File: config.mk
export PLATFORM = sky130hd
export DESIGN_NAME = fle_config_loader
export DESIGN_NICKNAME = d
export VERILOG_FILES = /design/src/rtl/fle_config_loader.sv
export SDC_FILE = /design/constraint.sdc
export NUM_CORES = 1
export LEC_CHECK = 0
export ABC_AREA = 1
export CORE_ASPECT_RATIO = 1.75
export CORE_UTILIZATION = 40
export DETAILED_ROUTE_END_ITERATION = 6
export HOLD_SLACK_MARGIN = 0.05
export PLACE_DENSITY = 0.77
export REMOVE_ABC_BUFFERS = 1
export SYNTH_ARGS = -nofsm -noshare
export SYNTH_HDL_FRONTEND = slang
export SYNTH_SLANG_ARGS = --single-unit
File: constraint.sdc
create_clock -name prog_clk -period 3.45 [get_ports prog_clk]
set_input_delay 0.8625 -clock prog_clk [delete_from_list [all_inputs] [get_ports prog_clk]]
set_output_delay 0.8625 -clock prog_clk [all_outputs]
set_load 0.05 [all_outputs]
File: src/rtl/fle_config_loader.sv
// Configuration loader for one FLE: streams words into a shadow image and commits it atomically.
// Optional word parity checking with an ERR state is enabled by defining FLE_CFG_PARITY_EN.
module fle_config_loader #(
    parameter int unsigned NUM_BITS = 47,
    parameter int unsigned WORD_W   = 8
) (
    input  logic                prog_clk,
    input  logic                prog_reset,
    input  logic                cfg_start,
    input  logic                cfg_valid,
    output logic                cfg_ready,
    input  logic [WORD_W-1:0]   cfg_data,
`ifdef FLE_CFG_PARITY_EN
    input  logic                cfg_parity,
`endif
    output logic                cfg_busy,
    output logic                cfg_done,
    output logic                cfg_err,
    output logic                fabric_en,
    output logic [NUM_BITS-1:0] mem_out,
    output logic [NUM_BITS-1:0] mem_outb
);

    localparam int unsigned NUM_WORDS = (NUM_BITS + WORD_W - 1) / WORD_W;
    localparam int unsigned PAD_W     = NUM_WORDS * WORD_W;
    localparam int unsigned CNT_W     = (NUM_WORDS > 1) ? $clog2(NUM_WORDS) : 1;

    localparam logic [1:0] ST_IDLE   = 2'd0;
    localparam logic [1:0] ST_LOAD   = 2'd1;
    localparam logic [1:0] ST_COMMIT = 2'd2;
`ifdef FLE_CFG_PARITY_EN
    localparam logic [1:0] ST_ERR    = 2'd3;
`endif

    logic [1:0]          state, state_nxt;
    logic [CNT_W-1:0]    word_cnt, word_cnt_nxt;
    logic [NUM_BITS-1:0] shadow, shadow_nxt;
    logic [NUM_BITS-1:0] mem_nxt;
    logic                fabric_en_nxt;
    logic                done_nxt;
    logic                parity_ok;
    logic [NUM_BITS-1:0] word_mask;
    logic [NUM_BITS-1:0] word_bits;

`ifdef FLE_CFG_PARITY_EN
    logic err_q, err_nxt;
    assign parity_ok = ~(^{cfg_data, cfg_parity});
    assign cfg_err   = err_q;
`else
    assign parity_ok = 1'b1;
    assign cfg_err   = 1'b0;
`endif

    // Word lane positioned at word_cnt*WORD_W; lanes beyond NUM_BITS fall off in the truncation.
    assign word_mask = NUM_BITS'(PAD_W'({WORD_W{1'b1}}) << (32'(word_cnt) * WORD_W));
    assign word_bits = NUM_BITS'(PAD_W'(cfg_data) << (32'(word_cnt) * WORD_W));

    assign cfg_ready = (state == ST_LOAD);
    assign cfg_busy  = (state != ST_IDLE);
    assign mem_outb  = ~mem_out;

    always_comb begin
        state_nxt     = state;
        word_cnt_nxt  = word_cnt;
        shadow_nxt    = shadow;
        mem_nxt       = mem_out;
        fabric_en_nxt = fabric_en;
        done_nxt      = 1'b0;
`ifdef FLE_CFG_PARITY_EN
        err_nxt       = err_q;
`endif
        case (state)
            ST_IDLE: begin
                if (cfg_start) begin
                    state_nxt     = ST_LOAD;
                    word_cnt_nxt  = '0;
                    shadow_nxt    = '0;
                    fabric_en_nxt = 1'b0;
                end
            end
            ST_LOAD: begin
                if (cfg_start) begin
                    word_cnt_nxt = '0;
                    shadow_nxt   = '0;
                end else if (cfg_valid) begin
                    if (!parity_ok) begin
`ifdef FLE_CFG_PARITY_EN
                        state_nxt = ST_ERR;
                        err_nxt   = 1'b1;
`endif
                    end else begin
                        shadow_nxt = (shadow & ~word_mask) | word_bits;
                        if (word_cnt == CNT_W'(NUM_WORDS - 1)) begin
                            state_nxt = ST_COMMIT;
                        end else begin
                            word_cnt_nxt = word_cnt + CNT_W'(1);
                        end
                    end
                end
            end
            ST_COMMIT: begin
                mem_nxt       = shadow;
                done_nxt      = 1'b1;
                fabric_en_nxt = 1'b1;
                state_nxt     = ST_IDLE;
            end
`ifdef FLE_CFG_PARITY_EN
            ST_ERR: begin
                if (cfg_start) begin
                    state_nxt     = ST_LOAD;
                    err_nxt       = 1'b0;
                    word_cnt_nxt  = '0;
                    shadow_nxt    = '0;
                    fabric_en_nxt = 1'b0;
                end
            end
`endif
            default: state_nxt = ST_IDLE;
        endcase
    end

    always_ff @(posedge prog_clk or posedge prog_reset) begin
        if (prog_reset) begin
            state     <= ST_IDLE;
            word_cnt  <= '0;
            shadow    <= '0;
            mem_out   <= '0;
            fabric_en <= 1'b0;
            cfg_done  <= 1'b0;
        end else begin
            state     <= state_nxt;
            word_cnt  <= word_cnt_nxt;
            shadow    <= shadow_nxt;
            mem_out   <= mem_nxt;
            fabric_en <= fabric_en_nxt;
            cfg_done  <= done_nxt;
        end
    end

`ifdef FLE_CFG_PARITY_EN
    always_ff @(posedge prog_clk or posedge prog_reset) begin
        if (prog_reset) begin
            err_q <= 1'b0;
        end else begin
            err_q <= err_nxt;
        end
    end
`endif

endmodule

==> results of run 1 <==
area by class of cell:
type	count	area share [%]
Sequential cell	101	40.29
Timing Repair Buffer	116	18.43
Tap cell	135	2.692
Clock buffer	12	4.089
Multi-Input combinational cell	420	28.86
Inverter	75	4.527
Clock inverter	4	1.117
worst max-delay path: stages (launching register included):
cell	delay (ps)
dfrtp_1	430
inv_2	90
nor2_1	170
clkdlybuf4s50_1	850
Yosys cell counts (5+ instances only):
cell | instances | share of area (%)
nand2_1 | 302 | 23
dfrtp_1 | 101 | 52
inv_1 | 71 | 5.5
o21ai_0 | 48 | 5.0
nand3_1 | 17 | 1.8
nor2_1 | 16 | 1.2
buf_2 | 15 | 1.6
buf_6 | 9 | 2.1
o21ai_2 | 9 | 1.6
o22ai_1 | 9 | 1.2
ha_1 | 5 | 1.3
nand4_1 | 5 | 0.65
kinds of logic after synthesis:
| logic type | after synthesis | share of synthesized area (%) |
|---|---|---|
| fa+ha+maj | 5 | 1.294 |
| flops | 101 | 52.28 |
| buf+inv | 107 | 10.40 |
| other cells | 1 | 0.07757 |
| compound gates | 70 | 8.256 |
| simple gates | 344 | 27.69 |
flip-flops by register name, indices dropped and copies added (netlist names):
name,cells
shadow,47
fabric_en,1
state,2
word_cnt,3
cfg_done,1
mem_out,47
per-layer routing:
metal	part of all wire [%]	track usage [%]	vias to the layer above
met5	0	0	-
met4	3.2	10.00	0
met3	4.3	3.071	22
met2	53	36.13	131
met1	40	22.47	1998
li1	-	-	2094
final timing paths:
kind | end | slack [ps] | cells past startpoint
worst max register to register | shadow[22] | 1230 | 5
worst max-delay path | cfg_ready | 720 | 3
worst min-delay path | shadow[27] | 490 | 2
min in group asynchronous | mem_out[20] | 840 | 2
worst min register to register | shadow[27] | 490 | 2
max in group asynchronous | shadow[5] | 1930 | 3
where the power goes:
part,internal [uW],switching [uW]
sequential,1210,33.6
combinational,69.3,168
clock,673,426
per-stage QoR:
step | power, uW | instance area (sq um) | TNS, ps | hold WS (ps)
global route | 2686 | 6274 | 0 | 514.7
detailed placement | 1500 | 5947 | 0 | 465.5
finish | 2577 | 6274 | 0 | 485.2
floorplan | 1409 | 4613 | -6023 | 449.0
global placement | 1491 | 5947 | 0 | 462.3
CTS | 2603 | 6274 | 0 | 483.3
==> impl_metrics.csv, run 1 <==
group,metric,value,unit
sta,fin_crit,2731,ps
outcome,status,"finished clean",
yosys,yosysSeqAreaShare,52.28,%
drt,antenna_left,0,
global_routing,grt_pass1_wl,19.95,mm
final_layout,fillerInstances,1065,
sta,fin_skew,6.395,ps
clocking,ctsResizeCount,0,
drt,num_vias,4245,
global_routing,grtUsageTotal,19.97,%
setup_path,cp-start-kind,"flip-flop",
sta,fmax,0.3662,GHz
yosys,synth_edf_count,0,
yosys,synth_seq_cells,101,
setup_path,worstPathMaxFanout,5,
yosys,postSynthAreaPerCell,7.698,sq um
global_routing,grt_max_degree,53,
sta,tightest_slew,680.9,ps
sta,rsz0062_at_grt,"false",
final_layout,final_cell_mix,"nand2_1 (302), clkdlybuf4s50_1 (109), dfrtp_1 (101)",
die,core,11650,sq um
die,ios,111,
power_and_ir_drop,leakage,0.003137,uW
clocking,cts_buffers,9,
sta,setup_ws,719.1,ps
global_routing,grt-ovfl-total,0,
yosys,synth_flop_cell,"dfrtp_1",
power_and_ir_drop,ir_drop,240.5,uV
clocking,cts_hold_buf,0,
clocking,clk_pin_slew,70,ps
clocking,post_cts_buffers,0,
yosys,synth_area,4835,sq um
yosys,synth_cell_types,23,
final_layout,nets,740,
setup_path,path_class,"flip-flop to primary output",
sta,finalHoldViolCount,0,
drt,vias_per_cell,4.919,
placement,placed_cells,847,
worst_hold_path,hp-start,"shadow[27]",
yosys,synth_async_sr_flop_share,100.0,%
yosys,synth_cells,628,
global_routing,antenna_found_initial,0,
die,start_util,41.51,%
clocking,clk_latency,340,ps
clocking,cts_buffer_depth,2,
sta,setup_violations,0,
final_layout,area_delta_synth_final,29.76,%
clocking,root_buffer,"clkbuf_16",
setup_path,arrival,1870,ps
final_layout,multi_input_area,1810,sq um
setup_path,reg2reg_from,"word_cnt[2]",
drt,wl,11.71,mm
drt,remaining_drc_errors,0,
clocking,htreeDepth,3,
clocking,clock_sinks,101,
setup_path,crit_required,2590,ps
drt,wl_per_cell,13.57,microns
placement,dpl.hpwl,8.458,mm
setup_path,worstSetupStartpoint,"state[0]",
run,max_cap_viol_count,0,
drt,drt_pass1_iterations,5,
yosys,yosys_warnings,0,
placement,pre_cts_ws,780.2,ps
placement,finalWeightedCongestion,0.8840,
die,num_rows,52,
power_and_ir_drop,power_density,410.8,nW/um^2
final_layout,final_cells,863,
worst_hold_path,min_path_type,"flip-flop to flip-flop",
final_layout,finalCoreUtilization,53.87,%
sta,slew_violations,0,
global_routing,grt_pass1_vias,4374,
sta,fin_crit_sh,79.16,%
clocking,cts_tree,"done",
final_layout,layout_commonest_cell,"nand2_1",
final_layout,drive_gt1_share,5.495,%
final_layout,insertedDiodeCount,0,
setup_path,cp-end-kind,"primary output",
final_layout,regArea,2527,sq um
placement,portBuffers,109,
die,die_x,85.11,microns
drt,drt-initial-drc-count,338,
sta,timing.slew.headroom,54.55,%
die,die_h,147.4,microns
die,die_area,12550,sq um
Note: power is estimated with default switching activity, not from simulation.
==> run 2: changes to the inputs <==
Settings changed: PLACE_DENSITY 0.77 to 0.74.
Clock period 3.45 ns to 2.8 ns, I/O delays scaled along.
==> run 2 against run 1 <==
Compared with the run above: flip-flop and latch count unchanged; clock power up 27%; first-iteration DRC count shrank 19%; combinational power grew 31%; routed wire length is 2.0% higher; via count increased by 0.38%; highest routed layer unchanged.
==> impl_metrics.csv, run 2 (synthesis gave the netlist of run 1 again) <==
group,metric,value,unit
sta,finalHoldViolCount,0,
global_routing,antenna_found_initial,0,
power_and_ir_drop,ir_drop,335.7,uV
final_layout,fillerInstances,1067,
clocking,htreeDepth,3,
final_layout,multi_input_area,1810,sq um
setup_path,path_class,"flip-flop to primary output",
drt,remaining_drc_errors,0,
placement,finalWeightedCongestion,0.8798,
die,ios,111,
sta,rsz0062_at_grt,"false",
die,die_x,85.11,microns
setup_path,worstPathMaxFanout,5,
setup_path,arrival,1800,ps
setup_path,cp-start-kind,"flip-flop",
sta,setup_ws,296.9,ps
global_routing,grt_pass1_vias,4266,
global_routing,grt_pass1_wl,19.77,mm
clocking,cts_hold_buf,0,
drt,wl,11.95,mm
drt,vias_per_cell,4.932,
sta,fin_skew,7.521,ps
final_layout,reg_top3,"mem_out: 47 flops, shadow: 47 flops, word_cnt: 3 flops",
setup_path,crit_required,2100,ps
final_layout,regArea,2527,sq um
sta,fmax,0.3995,GHz
final_layout,layout_commonest_cell,"nand2_1",
final_layout,drive_gt1_share,5.761,%
final_layout,nets,741,
die,start_util,41.51,%
sta,fin_crit,2503,ps
drt,drt-initial-drc-count,275,
outcome,status,"finished clean",
global_routing,grtUsageTotal,19.98,%
placement,pre_cts_ws,588.5,ps
sta,slew_violations,0,
clocking,clk_latency,340,ps
global_routing,grt_max_degree,48,
drt,wl_per_cell,13.83,microns
placement,placed_cells,848,
clocking,cts_buffers,9,
clocking,cts_tree,"done",
run,max_cap_viol_count,0,
placement,dpl.hpwl,8.480,mm
final_layout,insertedDiodeCount,0,
clocking,ctsResizeCount,0,
sta,fin_crit_sh,89.40,%
die,core,11650,sq um
die,die_h,147.4,microns
sta,timing.slew.headroom,55.30,%
clocking,clk_pin_slew,60,ps
clocking,clock_sinks,101,
final_layout,final_cells,864,
final_layout,area_delta_synth_final,31.08,%
die,num_rows,52,
clocking,cts_buffer_depth,2,
setup_path,cp-end-kind,"primary output",
sta,setup_violations,0,
placement,portBuffers,109,
power_and_ir_drop,leakage,0.003162,uW
clocking,post_cts_buffers,0,
drt,num_vias,4261,
sta,tightest_slew,669.5,ps
final_layout,final_cell_mix,"nand2_1 (302), clkdlybuf4s50_1 (109), dfrtp_1 (101)",
clocking,root_buffer,"clkbuf_16",
drt,drt_pass1_iterations,5,
worst_hold_path,min_path_type,"flip-flop to flip-flop",
global_routing,grt-ovfl-total,0,
drt,antenna_left,0,
power_and_ir_drop,power_density,509.7,nW/um^2
die,die_area,12550,sq um
sta,hold_slack,482.8,ps
## run 2: cell count changes in the layout (fill, tap and decap cells not counted), sizes merged
cell,change
clkinv,-1
clkbuf,+1
buf,+1
## run 2: power breakdown
| part | internal, uW | total, uW | switching [uW] | leakage [uW] |
|---|---|---|---|---|
| Clock | 879 | 1400 | 518 | 0.000172 |
| Sequential | 1490 | 1520 | 33.3 | 0.00140 |
| Combinational | 93.8 | 311 | 217 | 0.00159 |
| Total | 2460 | 3230 | 769 | 0.00316 |
## run 2: final timing paths
| path | from | to | slack, ps | cells after the start |
|---|---|---|---|---|
| min in group asynchronous | prog_reset | mem_out[17] | 780 | 2 |
| setup reg to reg | word_cnt[0] | shadow[37] | 770 | 7 |
| setup / recovery | state[0] | cfg_ready | 300 | 3 |
| hold reg to reg | shadow[28] | shadow[28] | 480 | 2 |
| hold / removal | shadow[28] | shadow[28] | 480 | 2 |
| max in group asynchronous | prog_reset | mem_out[44] | 1430 | 3 |
## run 2: cell type report
class | count | area share, %
multi-input cells | 420 | 28.57
well taps | 135 | 2.665
clock inverters | 3 | 1.027
inverters | 75 | 4.482
flip-flops and latches | 101 | 39.88
repair buffers | 117 | 18.95
clock buffers | 13 | 4.423
## run 2: critical path, stage by stage, from the launching register on
cell and delay [ps]:
dfrtp_1 430, inv_2 90, nor2_1 130, clkdlybuf4s50_1 820
## run 2: routing by layer
metal  routed length, microns  up-vias  track usage (%)
li1                         -     2097                -
met1                     4677     2001            23.16
met2                     6398      133            35.81
met3                      481       30            2.345
met4                      390        0            10.25
met5                        0        -                0
## run 2: metrics by stage
step	utilization [%]	power (uW)	TNS [ps]	instance area [sq um]
after global placement	51.45	1851	0	5992
after floorplan	-	1735	-55260	4613
after global routing	54.42	3350	0	6337
after CTS	54.42	3256	0	6337
after detailed placement	51.45	1859	0	5992
final	54.42	3230	0	6337
==> run 3: changes to the inputs <==
Settings changed: CELL_PAD_IN_SITES_DETAIL_PLACEMENT from default to 1, CELL_PAD_IN_SITES_GLOBAL_PLACEMENT from default to 1, CORE_UTILIZATION 40 to 36, PLACE_DENSITY 0.74 to 0.87, SLEW_MARGIN from default to 40.
==> run 3 against run 2 <==
Compared with the run above: power decreased by 5.4%; clock power decreased by 14%; global-route usage increased by 2.7 points; fmax decreased by 1.3%; highest routed layer unchanged; clock-buffer cell count decreased by 4.
==> impl_metrics.csv, run 3 (synthesis gave the netlist of run 1 again) <==
group,metric,value,unit
power_and_ir_drop,p_sw,861.2,uW
clocking,htreeDepth,3,
clocking,root_buffer,"clkbuf_16",
power_and_ir_drop,sw_frac_of_total,28.17,%
setup_path,path_class,"flip-flop to primary output",
drt,vias_per_cell,4.935,
setup_path,max_stage_delay,820,ps
sta,timing.slew.headroom,63.46,%
global_routing,grtUsageTotal,22.72,%
clocking,cts_tree,"done",
power_and_ir_drop,ir_drop,323.0,uV
final_layout,drive_gt1_share,5.890,%
drt,drt-initial-drc-count,206,
die,core,13010,sq um
die,die_x,89.60,microns
drt,remaining_drc_errors,0,
final_layout,reg_top3,"mem_out: 47 flops, shadow: 47 flops, word_cnt: 3 flops",
clocking,clock_sinks,101,
sta,fmax,0.3943,GHz
power_and_ir_drop,seqPwrFrac,49.8,%
placement,dpl.hpwl,10.24,mm
drt,wl,14.37,mm
sta,setup_violations,0,
global_routing,grt-ovfl-total,0,
setup_path,crit_family,"buffers and inverters",
sta,rsz0062_at_grt,"false",
final_layout,finalCoreUtilization,48.54,%
sta,fin_crit_sh,90.58,%
power_and_ir_drop,power,3057,uW
final_layout,insertedDiodeCount,0,
die,die_area,13910,sq um
placement,finalWeightedCongestion,0.8478,
sta,tightest_slew,546.7,ps
clocking,cts_buffer_depth,2,
setup_path,cp-end-kind,"primary output",
setup_path,worstPathMaxFanout,5,
global_routing,grt_pass1_wl,24.03,mm
placement,portBuffers,109,
clocking,ctsResizeCount,0,
final_layout,nets,742,
run,max_cap_viol_count,0,
power_and_ir_drop,leakage,0.003127,uW
setup_path,cp-start-kind,"flip-flop",
setup_path,crit_slowest_cell,"clkdlybuf4s50_1",
clocking,cts_buffers,9,
global_routing,antenna_found_initial,0,
final_layout,layout_commonest_cell,"nand2_1",
die,die_h,155.3,microns
sta,finalHoldViolCount,0,
sta,fin_skew,7.074,ps
setup_path,path_buf_inv,2,
global_routing,grt_pass1_vias,4905,
die,num_rows,55,
power_and_ir_drop,p_clk_share,39.6,%
final_layout,area_delta_synth_final,30.59,%
global_routing,grt_max_degree,67,
setup_path,crit_required,2100,ps
clocking,post_cts_buffers,0,
clocking,clk_pin_slew,70,ps
drt,num_vias,4446,
power_and_ir_drop,pwr-share-comb,10.7,%
power_and_ir_drop,internal_power,2196,uW
drt,wl_per_cell,15.95,microns
final_layout,final_cell_mix,"nand2_1 (302), clkdlybuf4s50_1 (109), dfrtp_1 (101)",
die,ios,111,
sta,slew_violations,0,
drt,drt_pass1_iterations,4,
setup_path,rrSetupSlack,790,ps
power_and_ir_drop,power_density,484.2,nW/um^2
worst_hold_path,min_path_type,"flip-flop to flip-flop",
outcome,status,"finished clean",
setup_path,crit_path_cell_trace,"inv_2 > nor2_1 > clkdlybuf4s50_1",
clocking,clk_latency,350,ps
setup_path,arrival,1840,ps
drt,antenna_left,0,
sta,finalSetupTns,0,ps
die,start_util,37.17,%
clocking,cts_hold_buf,0,
sta,fin_crit,2536,ps
-- run 3: cell types whose count changed in the layout (fill, tap and decap cells not counted), sizes merged --
cell      change
clkinv        +1
clkinvlp      +1
clkbuf        -4
buf           +1
inv           +4
bufinv        -2
-- run 3: power by group through the flow --
| stage | clock (uW) | sequential (uW) | combinational, uW |
|---|---|---|---|
| 5_1_grt | 1290 | 1530 | 361 |
| 2_1_floorplan | 0 | 1550 | 183 |
| 6_report | 1210 | 1520 | 326 |
| 3_5_place_dp | 0 | 1550 | 323 |
| 3_3_place_gp | 0 | 1550 | 310 |
| 4_1_cts | 1240 | 1520 | 329 |
-- run 3: tightest hold or removal path, delay by kind of cell (launching register included) --
| family | cells | cell delay, ps |
|---|---|---|
| simple gates | 2 | 100 |
| flops | 1 | 350 |
-- run 3: layout make-up --
class / count / area [sq um]
timing repair buffer: 118 / 1196
multi-input combinational: 420 / 1810
sequential: 101 / 2527
clock inverter: 7 / 56.30
clock buffer: 9 / 225.2
inverter: 75 / 284.0
fill: 1602 / 6693
tap: 171 / 214.0
-- run 3: per-layer routing --
layer	wire, microns	part of all wire, %	global-route usage (%)
met1	5202	36	23.55
met2	8148	57	42.60
met3	456	3.2	3.448
met4	559	3.9	11.04
met5	0	0	0
-- run 3: per-stage QoR --
step / area [sq um] / worst slack, ps / hold slack [ps] / instances
2_1_floorplan: 4613 / -547.1 / 449.0 / 596
3_3_place_gp: 6032 / 623.2 / 461.8 / 885
3_5_place_dp: 6032 / 457.3 / 466.2 / 885
4_1_cts: 6314 / 257.7 / 485.3 / 901
5_1_grt: 6314 / 191.7 / 503.2 / 901
6_report: 6314 / 263.7 / 481.3 / 901
-- run 3: worst paths after layout --
| check | startpoint | to | cells past startpoint |
|---|---|---|---|
| setup / recovery | state[0] | cfg_ready | 3 |
| hold / removal | shadow[29] | shadow[29] | 2 |
| setup reg to reg | word_cnt[0] | shadow[3] | 7 |
| hold reg to reg | shadow[29] | shadow[29] | 2 |
| max in group asynchronous | prog_reset | mem_out[10] | 3 |
| min in group asynchronous | prog_reset | mem_out[41] | 2 |
